**src/rtl/stall_mgmt_pkg.sv**
```systemverilog
// Shared types and default sizing for the global stall/flush controller.
package stall_mgmt_pkg;

    typedef enum logic [1:0] {
        RUN   = 2'd0,
        STALL = 2'd1,
        DRAIN = 2'd2,
        FLUSH = 2'd3
    } state_t;

    localparam int DEF_SLOTS     = 8;
    localparam int DEF_MAX_STALL = 64;

endpackage

```
**src/rtl/sat_counter.sv**
```systemverilog
// Saturating up/down counter with synchronous clear; clear beats inc beats dec.
module sat_counter #(
    parameter int W   = 4,
    parameter int MAX = 8
) (
    input  logic         clk,
    input  logic         reset,
    input  logic         clr,
    input  logic         inc,
    input  logic         dec,
    output logic [W-1:0] cnt
);

    always_ff @(posedge clk) begin
        if (reset || clr)
            cnt <= '0;
        else if (inc && cnt != W'(MAX))
            cnt <= cnt + 1'b1;
        else if (dec && cnt != '0)
            cnt <= cnt - 1'b1;
    end

endmodule

```
**src/rtl/stall_manager.sv**
```systemverilog
// Global stall/flush controller: drives stall/flush into all buffers and
// backpressures the source while buffers fill during a stall and drain after it.
module stall_manager
    import stall_mgmt_pkg::*;
#(
    parameter int NUM_STAGES = 4,
    parameter int SLOTS      = DEF_SLOTS,
    parameter int MAX_STALL  = DEF_MAX_STALL
) (
    input  logic                           clk,
    input  logic                           reset,
    input  logic [NUM_STAGES-1:0]          stall_req,
    input  logic [NUM_STAGES-1:0]          buf_full,
    input  logic                           flush_req,
    input  logic                           src_valid,
    output logic                           stall,
    output logic                           flush,
    output logic                           src_ready,
    output logic [$clog2(MAX_STALL+1)-1:0] stall_count,
    output logic                           timeout
);

    localparam int CW = $clog2(MAX_STALL + 1);
    localparam int OW = $clog2(SLOTS + 1);

    state_t        state, next_state;
    logic [OW-1:0] occ, occ_after;
    logic          any_req;
    logic          occ_inc, occ_dec, occ_clr;
    logic          cnt_inc, cnt_clr;
    logic          timeout_n, ready_n;

    assign any_req = |stall_req;

    sat_counter #(.W(CW), .MAX(MAX_STALL)) u_stall_cnt (
        .clk   (clk),
        .reset (reset),
        .clr   (cnt_clr),
        .inc   (cnt_inc),
        .dec   (1'b0),
        .cnt   (stall_count)
    );

    sat_counter #(.W(OW), .MAX(SLOTS)) u_occ_cnt (
        .clk   (clk),
        .reset (reset),
        .clr   (occ_clr),
        .inc   (occ_inc),
        .dec   (occ_dec),
        .cnt   (occ)
    );

    always_comb begin
        next_state = state;
        timeout_n  = 1'b0;
        occ_dec    = 1'b0;
        // Source beats accepted while stalled pile up in the buffers.
        occ_inc    = (state == STALL) && src_valid && src_ready && (occ != OW'(SLOTS));
        occ_after  = occ + OW'(occ_inc);

        case (state)
            RUN: begin
                if (flush_req)    next_state = FLUSH;
                else if (any_req) next_state = STALL;
            end
            STALL: begin
                if (flush_req) begin
                    next_state = FLUSH;
                end else if (any_req && stall_count == CW'(MAX_STALL - 1)) begin
                    next_state = FLUSH;
                    timeout_n  = 1'b1;
                end else if (!any_req) begin
                    next_state = (occ_after != '0) ? DRAIN : RUN;
                end
            end
            DRAIN: begin
                if (flush_req) begin
                    next_state = FLUSH;
                end else if (any_req) begin
                    next_state = STALL;
                end else begin
                    occ_dec = 1'b1;
                    if (occ <= OW'(1)) next_state = RUN;
                end
            end
            default: next_state = RUN;
        endcase

        // buf_full only matters while already stalled.
        case (next_state)
            RUN:     ready_n = 1'b1;
            STALL:   ready_n = !((occ_after == OW'(SLOTS)) || (state == STALL && |buf_full));
            default: ready_n = 1'b0;
        endcase

        occ_clr = (next_state == FLUSH);
        cnt_clr = (next_state == STALL) && (state != STALL);
        cnt_inc = (state == STALL);
    end

    always_ff @(posedge clk) begin
        if (reset) begin
            state     <= RUN;
            stall     <= 1'b0;
            flush     <= 1'b0;
            timeout   <= 1'b0;
            src_ready <= 1'b1;
        end else begin
            state     <= next_state;
            stall     <= (next_state == STALL);
            flush     <= (next_state == FLUSH);
            timeout   <= timeout_n;
            src_ready <= ready_n;
        end
    end

endmodule

```
**config.mk**
```make
export PLATFORM = sky130hd
export DESIGN_NAME = stall_manager
export DESIGN_NICKNAME = d
export VERILOG_FILES = /design/src/rtl/stall_mgmt_pkg.sv /design/src/rtl/sat_counter.sv /design/src/rtl/stall_manager.sv
export SDC_FILE = /design/constraint.sdc
export NUM_CORES = 1
export LEC_CHECK = 0
export ABC_AREA = 1
export BUFFER_PORTS_ARGS = -buffer_cell sky130_fd_sc_hd__buf_2
export CORE_MARGIN = 4
export CORE_UTILIZATION = 50
export DETAILED_ROUTE_END_ITERATION = 16
export HOLD_SLACK_MARGIN = 0.1
export PLACE_DENSITY_LB_ADDON = 0.05
export SYNTH_ARGS = -nofsm -noshare
export SYNTH_HDL_FRONTEND = slang
export SYNTH_HIERARCHICAL = 1
export SYNTH_SLANG_ARGS = --single-unit
```
**constraint.sdc**
```tcl
create_clock -name clk -period 5.9 [get_ports clk]
set_input_delay 0.59 -clock clk [delete_from_list [all_inputs] [get_ports clk]]
set_output_delay 0.59 -clock clk [all_outputs]
set_load 0.005 [all_outputs]
```
==> metrics.txt <==
worst vdd ir=0.000238 V; f_max=340 MHz; GR Overflow Total=0; first-pass GRT wire length=4310 microns; Slew @ Worst Pin=0.498 ns; Initial DRT Pass Iterations=4; post-DP HPWL=2090 microns; PD cells=319 nW/um^2; buffer count from post-CTS setup fixing=0; setup TNS=0 ns; hold path startpoint=flush_req; GP Congestion=0.857; placed insts=231; Routed WL=2630 microns; Non-Filler Instances=235; sequential area share after synthesis=27.0%; Initial Util=55.0%; CTS resizes=0; crit start category=flip-flop; Via density=5.09; cts hold-fix bufs=0; Die Wd=58.3 microns; H-tree Lvls=1; CTS tree=built; Worst-Skew Late Latency=0.28 ns; NumNets Final=232; critical path, cell by cell=inv_2, nor2_2, nand3_1, a21oi_1, ha_1, ha_1, nor2_4, nand2_1, nor2_2, nand2_1, nand2_1, nand2_1, nand2_2, nand2_2, nand2_2, nor2_1, nor2_1, inv_1, a211oi_1; Cell Area, Synth=1260 sq um; Register Area=340 sq um; CTS root buffer=clkbuf_4; area grow syn2layout=13.0%; GRT met2 Usage=24.8%; worst min-delay path class=input port to flip-flop; Clock Path Buffers=2; FP Rows=17; Synth Register Bits=17; Inserted Diodes=0; slew margin rel.=66.7%; min Tclk post-route=2.94 ns; Fin. Hold Viols=0; placed instance area=1400 sq um; per-cell routed wire length=11.2 microns; arrival time worst endpoint=3.15 ns; die area=3390 sq um; global route hottest layer=met2; die height=58.3 microns; # Max-Cap Violations=0; Final setup violation count=0; M3 GR Usage=3.12%; Final Skew=0.00143 ns; share of cells above drive strength 1=24.6%; cells after synthesis=181; initial antenna violation count=0; Final Max Tran Viols=0; CTS Buf Count=3; yosys warns=6; number of global-route vias before repair=1020; most used cell, CP=nand2_1; Port-buffer cells=22; remaining antenna violation count after routing=0; Residual DRC=0; Critical Path Start=state[0]$_SDFF_PP0_; largest net degree at the start of global routing=12; syn_area_per_cell=6.97 sq um; core area=2300 sq um; R2R setup slack=2.96 ns; RSZ-0062 raised after global routing=no; RR Startpoint=state[0]$_SDFF_PP0_; final worst path period share=49.9%; all-layer global routing usage=16.1%; critical path capture point type=flip-flop; clk sink count=17; static leakage=0.718 nW; synth unique cells=27; fin area=1430 sq um; met1 track demand over resource=22.1%; I/O Pins=23; Max stage delay on crit path=0.43 ns; CP Class=flip-flop to flip-flop; FILL cells=216; status=finished clean; Crit-path slowest cell=dfxtp_1; Initial DRC Count=41; footprint of the multi-input gates=862 sq um; DR vias=1195; worst endpoint required time=6.11 ns; critical path peak fanout=5; clock-pin transition on the worst setup and hold timing paths=0.10 ns
==> layer usage <==
metal  up-vias  routed length [microns]  share of wire (%)
met5         -                        0                  0
met4         0                       43                1.6
met3         7                      132                5.0
met2        29                     1150                 44
met1       514                     1310                 50
li1        645                        -                  -
==> critical path: cells and delay by family, from the launching register on <==
family / cells / cell delay, ns
buf+inv: 2 / 0.16
fa+ha+maj: 2 / 0.54
simple gates: 13 / 1.20
compound gates: 2 / 0.54
flops: 1 / 0.43
==> layout by cell type (no fill, tap or decap), types with 2 or more instances in the layout <==
| cell type | n |
|---|---|
| nor2_2 | 7 |
| nand2_1 | 35 |
| nand4_1 | 2 |
| nor2_1 | 29 |
| conb_1 | 2 |
| o21ai_1 | 8 |
| nand2_4 | 3 |
| dfxtp_1 | 17 |
| inv_1 | 10 |
| buf_2 | 22 |
| fa_1 | 2 |
| ha_1 | 10 |
| nand3_1 | 13 |
| clkbuf_4 | 3 |
| a21oi_1 | 17 |
| xnor2_1 | 4 |
| nand2_2 | 8 |
| inv_2 | 4 |
==> final timing paths <==
check	to	cells past startpoint
hold reg to reg	u_stall_cnt/cnt[0]$_SDFFE_PP0P_	1
setup reg to reg	u_occ_cnt/cnt[2]$_SDFFE_PP0P_	19
hold / removal	timeout$_SDFF_PP0_	2
setup / recovery	u_occ_cnt/cnt[2]$_SDFFE_PP0P_	19
==> cell type report <==
type | instances | share of cell area (%)
Clock buffer | 4 | 1.84
Inverter | 14 | 3.68
Multi-Input combinational cell | 150 | 60.4
Sequential cell | 17 | 23.9
Tap cell | 28 | 2.46
Timing Repair Buffer | 22 | 7.72
==> power by group <==
| part | total (mW) | internal, mW | switching [mW] |
|---|---|---|---|
| Sequential | 0.165 | 0.135 | 0.0300 |
| Combinational | 0.226 | 0.0953 | 0.131 |
| Clock | 0.0643 | 0.0262 | 0.0380 |
| Total | 0.455 | 0.256 | 0.199 |
==> registers in the layout, indices dropped and copies added (netlist names) <==
signal,flops
u_occ_cnt/cnt,4
u_stall_cnt/cnt,7
state,2
stall,1
flush,1
timeout,1
src_ready,1
==> cells in the mapped netlist <==
cell	count	area, sq um
nand2_1	35	131
nor2_1	29	109
a21oi_1	17	85.1
dfxtp_1	17	340
nand3_1	13	65.1
ha_1	10	125
inv_1	10	37.5
nand2_2	8	50.1
o21ai_1	8	40.0
nor2_2	7	43.8
inv_2	4	15.0
xnor2_1	4	35.0
nand2_4	3	33.8
fa_1	2	40.0
nand4_1	2	12.5
a211oi_1	1	7.51
a21boi_0	1	7.51
a31oi_1	1	6.26
buf_6	1	11.3
conb_1	1	3.75
nand3_2	1	10.0
nor2_4	1	11.3
nor3b_1	1	7.51
nor4_1	1	6.26
o21ai_0	1	5.00
o21ai_4	1	16.3
or2_2	1	6.26
==> stage by stage <==
stage	setup slack [ns]	power, mW	util (%)	hold slack, ns
2_1_floorplan	3.35	0.341	-	0.527
3_3_place_gp	3.11	0.384	60.9	0.542
3_5_place_dp	2.97	0.390	60.9	0.564
4_1_cts	2.93	0.459	62.1	0.449
5_1_grt	2.64	0.500	62.1	0.441
6_report	2.96	0.455	62.1	0.464
==> cells by family after synthesis <==
| family | Yosys count | synth area share, % |
|---|---|---|
| compound gates | 30 | 13.3 |
| other cells | 1 | 0.297 |
| xor+xnor | 4 | 2.77 |
| buf+inv | 15 | 5.05 |
| fa+ha+maj | 12 | 13.1 |
| flops | 17 | 27.0 |
| simple gates | 102 | 38.6 |
Note: power is estimated with default switching activity, not from simulation.
